File: src/rtl/imem_loader_pkg.sv
// Shared types and constants for the instruction-memory loader.
package imem_loader_pkg;

    typedef enum logic [1:0] {
        IDLE  = 2'd0,
        RECV  = 2'd1,
        WRITE = 2'd2,
        DONE  = 2'd3
    } state_t;

    localparam int ADDR_W      = 8;
    localparam int WORD_W      = 32;
    localparam int INSTR_BYTES = 4;
    localparam int DEPTH_WORDS = 64;

    localparam logic [WORD_W-1:0] NOP = 32'h00000013;

endpackage

File: src/rtl/imem_loader_word_assembler.sv
// Collects four little-endian stream bytes into one instruction word.
module imem_loader_word_assembler
    import imem_loader_pkg::*;
(
    input  logic              clk,
    input  logic              rst,
    input  logic              clear,
    input  logic              accept,
    input  logic [7:0]        byte_data,
    output logic [WORD_W-1:0] word,
    output logic              complete
);

    logic [1:0]        byte_idx;
    logic [WORD_W-1:0] asm_q;

    // word is the register with the incoming byte already dropped into its lane,
    // so the top can capture the finished word on the same edge as the 4th byte.
    always_comb begin
        word = asm_q;
        word[{byte_idx, 3'b000} +: 8] = byte_data;
        complete = accept && (byte_idx == 2'(INSTR_BYTES - 1));
    end

    always_ff @(posedge clk) begin
        if (rst) begin
            asm_q    <= '0;
            byte_idx <= '0;
        end else if (clear) begin
            byte_idx <= '0;
        end else if (accept) begin
            asm_q    <= word;
            byte_idx <= byte_idx + 2'd1;
        end
    end

endmodule

File: src/rtl/imem_loader.sv
// Streams bytes into 32-bit words and writes them to instruction memory from 0x00,
// holding the fetch path until a complete program has been written.
module imem_loader
    import imem_loader_pkg::*;
(
    input  logic              clk,
    input  logic              rst,
    input  logic              start,
    input  logic [6:0]        word_count,
    input  logic              byte_valid,
    input  logic [7:0]        byte_data,
    output logic              byte_ready,
    output logic              mem_we,
    output logic [ADDR_W-1:0] mem_addr,
    output logic [WORD_W-1:0] mem_wdata,
    output logic              busy,
    output logic              done,
    output logic              err,
    output logic              cpu_hold,
    output logic [1:0]        dbg_state
);

    state_t            state_q, state_d;
    logic [5:0]        word_idx;
    logic [6:0]        count_q;
    logic              err_q;
    logic              hold_q;
    logic [ADDR_W-1:0] addr_q;
    logic [WORD_W-1:0] wdata_q;

    logic              accept;
    logic              can_start;
    logic              count_ok;
    logic              start_ok;
    logic              start_bad;
    logic              last_word;
    logic              asm_clear;
    logic              word_complete;
    logic [WORD_W-1:0] asm_word;

    // Handshake: a byte transfers on a rising edge where byte_valid and byte_ready
    // are both 1; the source keeps byte_data stable while byte_ready is 0.
    assign accept    = byte_valid && (state_q == RECV);
    assign can_start = (state_q == IDLE) || (state_q == DONE);
    assign count_ok  = (word_count != 7'd0) && (word_count <= 7'(DEPTH_WORDS));
    assign start_ok  = can_start && start && count_ok;
    assign start_bad = can_start && start && !count_ok;
    assign last_word = ({1'b0, word_idx} == (count_q - 7'd1));
    assign asm_clear = start_ok || ((state_q == WRITE) && !last_word);

    imem_loader_word_assembler u_asm (
        .clk       (clk),
        .rst       (rst),
        .clear     (asm_clear),
        .accept    (accept),
        .byte_data (byte_data),
        .word      (asm_word),
        .complete  (word_complete)
    );

    always_comb begin
        state_d = state_q;
        case (state_q)
            IDLE, DONE: begin
                if (start_bad)     state_d = IDLE;
                else if (start_ok) state_d = RECV;
            end
            RECV:    if (word_complete) state_d = WRITE;
            WRITE:   state_d = last_word ? DONE : RECV;
            default: state_d = IDLE;
        endcase
    end

    always_ff @(posedge clk) begin
        if (rst) begin
            state_q  <= IDLE;
            word_idx <= '0;
            count_q  <= '0;
            err_q    <= 1'b0;
            hold_q   <= 1'b1;
            addr_q   <= '0;
            wdata_q  <= '0;
        end else begin
            state_q <= state_d;
            if (start_ok) begin
                count_q  <= word_count;
                word_idx <= '0;
                err_q    <= 1'b0;
                hold_q   <= 1'b1;
            end
            if (start_bad) err_q <= 1'b1;
            // Address and data are captured with the 4th byte and then held.
            if (word_complete) begin
                addr_q  <= {word_idx, 2'b00};
                wdata_q <= asm_word;
            end
            if (state_q == WRITE) begin
                if (last_word) hold_q <= 1'b0;
                else           word_idx <= word_idx + 6'd1;
            end
        end
    end

    assign byte_ready = (state_q == RECV);
    assign mem_we     = (state_q == WRITE);
    assign mem_addr   = addr_q;
    assign mem_wdata  = wdata_q;
    assign busy       = (state_q == RECV) || (state_q == WRITE);
    assign done       = (state_q == DONE);
    assign err        = err_q;
    assign cpu_hold   = hold_q;
    assign dbg_state  = state_q;

endmodule
File: config.mk
export PLATFORM = sky130hd
export DESIGN_NAME = imem_loader
export DESIGN_NICKNAME = d
export VERILOG_FILES = /design/src/rtl/imem_loader_pkg.sv /design/src/rtl/imem_loader_word_assembler.sv /design/src/rtl/imem_loader.sv
export SDC_FILE = /design/constraint.sdc
export NUM_CORES = 1
export LEC_CHECK = 0
export ABC_AREA = 1
export ABC_CLOCK_PERIOD_IN_PS = 1800
export BUFFER_PORTS_ARGS = -buffer_cell sky130_fd_sc_hd__buf_2
export CORE_UTILIZATION = 51
export DETAILED_ROUTE_END_ITERATION = 16
export PLACE_DENSITY = 0.76
export SYNTH_ARGS = -nofsm -noshare
export SYNTH_HDL_FRONTEND = slang
export SYNTH_SLANG_ARGS = --single-unit
export TNS_END_PERCENT = 50
File: constraint.sdc
create_clock -name clk -period 1.8 [get_ports clk]
set_input_delay 0.27 -clock clk [delete_from_list [all_inputs] [get_ports clk]]
set_output_delay 0.27 -clock clk [all_outputs]
set_load 0.02 [all_outputs]
==> results.json <==
{
  "outcome": "finished, violations left",
  "violations": "negative setup slack",
  "rr_startpoint": "count_q[2]",
  "ir_drop_uv": 616.6,
  "power.density_mw_per_mm2": 1177,
  "fmax_mhz": 536.2,
  "placed_area_mm2": 0.004556,
  "vias_per_cell": 5.497,
  "cp.arrival_ns": 2.12,
  "setup_violations": 29,
  "cts_hold_buf": 0,
  "worst-path-buf-inv": 1,
  "synth-seq-cells": 81,
  "worstSetupPathType": "reg2reg",
  "hold_viol": 0,
  "root_buffer": "clkbuf_8",
  "dp.final_hpwl_mm": 7.011,
  "synth_largest_area_cell": "dfxtp_1",
  "placement.io_buffers": 64,
  "clockBufferDepth": 2,
  "wl_per_cell_um": 15.20,
  "die_w_um": 91.28,
  "rsz0062_at_grt": "true",
  "crit_fanout": 9,
  "ant_nets": 0,
  "fin_crit_sh_pct": 103.6,
  "die_area_mm2": 0.008332,
  "grt_pass1_wl_mm": 17.69,
  "cpMostUsedCell": "nand2_1",
  "crit_path_cell_trace": "nor2_2, nand2_1, nand2_1, nand2_1, nand2_1, nand3_1, nor2_2, nand2_4, nand2_4, clkbuf_16, nand4_1, nand2_1, nor2_1",
  "core_mm2": 0.007727,
  "io_pins": 67,
  "final_cells": 774,
  "ys.flop_type": "dfxtp_1",
  "slowest_stage": "dfxtp_1",
  "grt_pass1_vias": 3848,
  "synthDominantCellAreaShare_pct": 39.89,
  "fin_ws_ns": -0.06501,
  "leakagePower_nw": 2.568,
  "grt_use_total_pct": 26.41,
  "async_reset_ff_share_pct": 0,
  "fin_nets": 696,
  "synth_commonest_cells": "126 x inv_1, 110 x nand2_1, 81 x dfxtp_1, 54 x nor2_1, 27 x nand4_1",
  "holdCritStartpoint": "word_count[5]",
  "synth_warnings": 0,
  "clk_latency_ns": 0.35,
  "skew_ns": 0.01033,
  "vias": 4255,
  "dp_cells": 743,
  "cts.sinks": 81,
  "drive_gt1_share_pct": 25.45,
  "die-height_um": 91.28,
  "drc": 0,
  "clk_pin_slew_ns": 0.09,
  "min_to": "count_q[5]",
  "insertedDiodeCount": 0,
  "reg2reg_depth": 13,
  "required_ns": 2.05,
  "reg2reg_to": "u_asm.asm_q[1]",
  "routed_wl_mm": 11.77,
  "synth-edff-count": 0,
  "stdcell_area_mm2": 0.005224,
  "cts_tree": "yes",
  "ys_top_cells_by_area": "dfxtp_1 40%, inv_1 12%, nand2_1 10%",
  "rows": 32,
  "syn-mean-instance-area_um2": 6.914,
  "synthCells": 588,
  "multiInputGateArea_mm2": 0.002057,
  "yosysMostFrequentCell": "inv_1",
  "place.gp.congestion": 0.8457,
  "nFillCells": 612,
  "min_period_ns": 1.865,
  "initial_core_util_pct": 52.61,
  "rrSetupSlack_ns": -0.07,
  "crit_family": "simple AND/OR/NAND/NOR gates",
  "syn2layout_area_growth_pct": 28.50,
  "synth_cell_types": 29,
  "h-tree-depth": 3,
  "min_path_type": "in2reg",
  "synth_seq_area_share_pct": 39.89,
  "drtIter0Drc": 313,
  "grt_overflow": 0,
  "holdPathStages": 3,
  "ff_latch_area_mm2": 0.001627,
  "syn-cell-area_mm2": 0.004065,
  "drtPass1Iterations": 7,
  "cts-buffers-inserted": 9,
  "maxCapViolCount": 0,
  "critPathMaxStageDelay_ns": 0.38,
  "grt_max_degree": 33,
  "drv_slew": 0,
  "crit_path_end_kind": "flop",
  "antenna_found_initial": 0,
  "start_kind": "flop"
}
-- layer usage --
metal  share of wire (%)  up-vias  wire length (um)  GRT usage, %
li1                    -     2036                 -             -
met1                  42     1964              4954         34.06
met2                  47      206              5528         43.88
met3                 6.6       49               773         4.020
met4                 4.3        0               510         11.24
met5                   0        -                 0             0
-- how the worst max path moves through the flow --
stage	from	end	depth (start not counted)
global placement	count_q[0]	u_asm.asm_q[8]	15
floorplan	count_q[0]	u_asm.asm_q[10]	15
global route	count_q[2]	word_idx[2]	12
detailed placement	count_q[0]	u_asm.asm_q[3]	12
CTS	count_q[0]	u_asm.asm_q[20]	12
finish	count_q[2]	u_asm.asm_q[1]	13
-- through the flow --
| stage | util (%) | worst slack [ns] | setup TNS, ns | hold WS [ns] | power, W |
|---|---|---|---|---|---|
| 6_report | 67.60 | -0.06501 | -1.117 | 0.1560 | 0.006147 |
| 3_3_place_gp | 58.95 | -0.1016 | -2.082 | 0.4684 | 0.003920 |
| 3_5_place_dp | 58.95 | -0.1612 | -3.847 | 0.4764 | 0.003986 |
| 4_1_cts | 64.26 | -0.002451 | -0.003645 | 0.1566 | 0.005761 |
| 5_1_grt | 67.60 | -0.2346 | -6.461 | 0.1660 | 0.006489 |
| 2_1_floorplan | - | 0.01972 | 0 | 0.3391 | 0.003550 |
-- what timing repair did --
action | 4_1_cts | 5_1_grt
pin swaps | 2 | 16
endpoints found under the setup margin | 33 | 74
setup buffers | 4 | 5
gates resized for setup | 21 | 41
gates cloned | 3 | 4
-- logic make-up (layout without fill, tap and decap cells) --
kind of cell,Yosys count,in the layout,share of synthesized area (%)
AND/OR/NAND/NOR,229,233,24.50
buffers and inverters,165,244,16.22
AO/OA/AOI/OAI,96,96,14.93
flip-flops,81,81,39.89
adder cells (fa/ha/maj),10,10,3.078
XOR/XNOR,6,6,1.293
other,1,2,0.09225
-- cells in the final DEF (no fill, tap or decap), drive strengths merged, types with 2 or more instances in the layout --
cell type	synthesis	layout
a32oi	6	6
clkinv	2	3
nand2	112	113
nand4	27	27
clkbuf	21	13
ha	10	10
dfxtp	81	81
o22ai	21	21
bufinv	0	3
o211ai	24	24
nor3	8	8
inv	128	126
xnor2	2	2
clkinvlp	0	3
buf	14	96
nand3	23	26
a22oi	6	6
conb	1	2
xor2	4	4
o21ai	18	18
nor2	58	58
a21oi	20	20
-- where the power goes --
part | internal [W] | switching, W
Clock | 0.000958 | 0.000678
Sequential | 0.00199 | 0.000111
Combinational | 0.000895 | 0.00152
-- layout make-up --
class | instances | share of cell area (%)
Tap cell | 102 | 2.443
Multi-Input combinational cell | 347 | 39.38
Clock buffer | 11 | 2.707
Timing Repair Buffer | 98 | 12.84
Sequential cell | 81 | 31.14
Clock inverter | 5 | 1.964
Inverter | 130 | 9.533
-- sequential cells by signal, indices dropped and copies added, names as in the netlist --
signal          flops
err                 1
mem_wdata          32
mem_addr            6
u_asm.byte_idx      2
u_asm.asm_q        24
cpu_hold            1
word_idx            6
count_q             7
dbg_state           2
-- tightest hold or removal path: cells and delay by family --
| family | cells | cell delay, ns |
|---|---|---|
| simple gates | 2 | 0.12 |
| buf+inv | 1 | 0.09 |
Note: power is estimated with default switching activity, not from simulation.
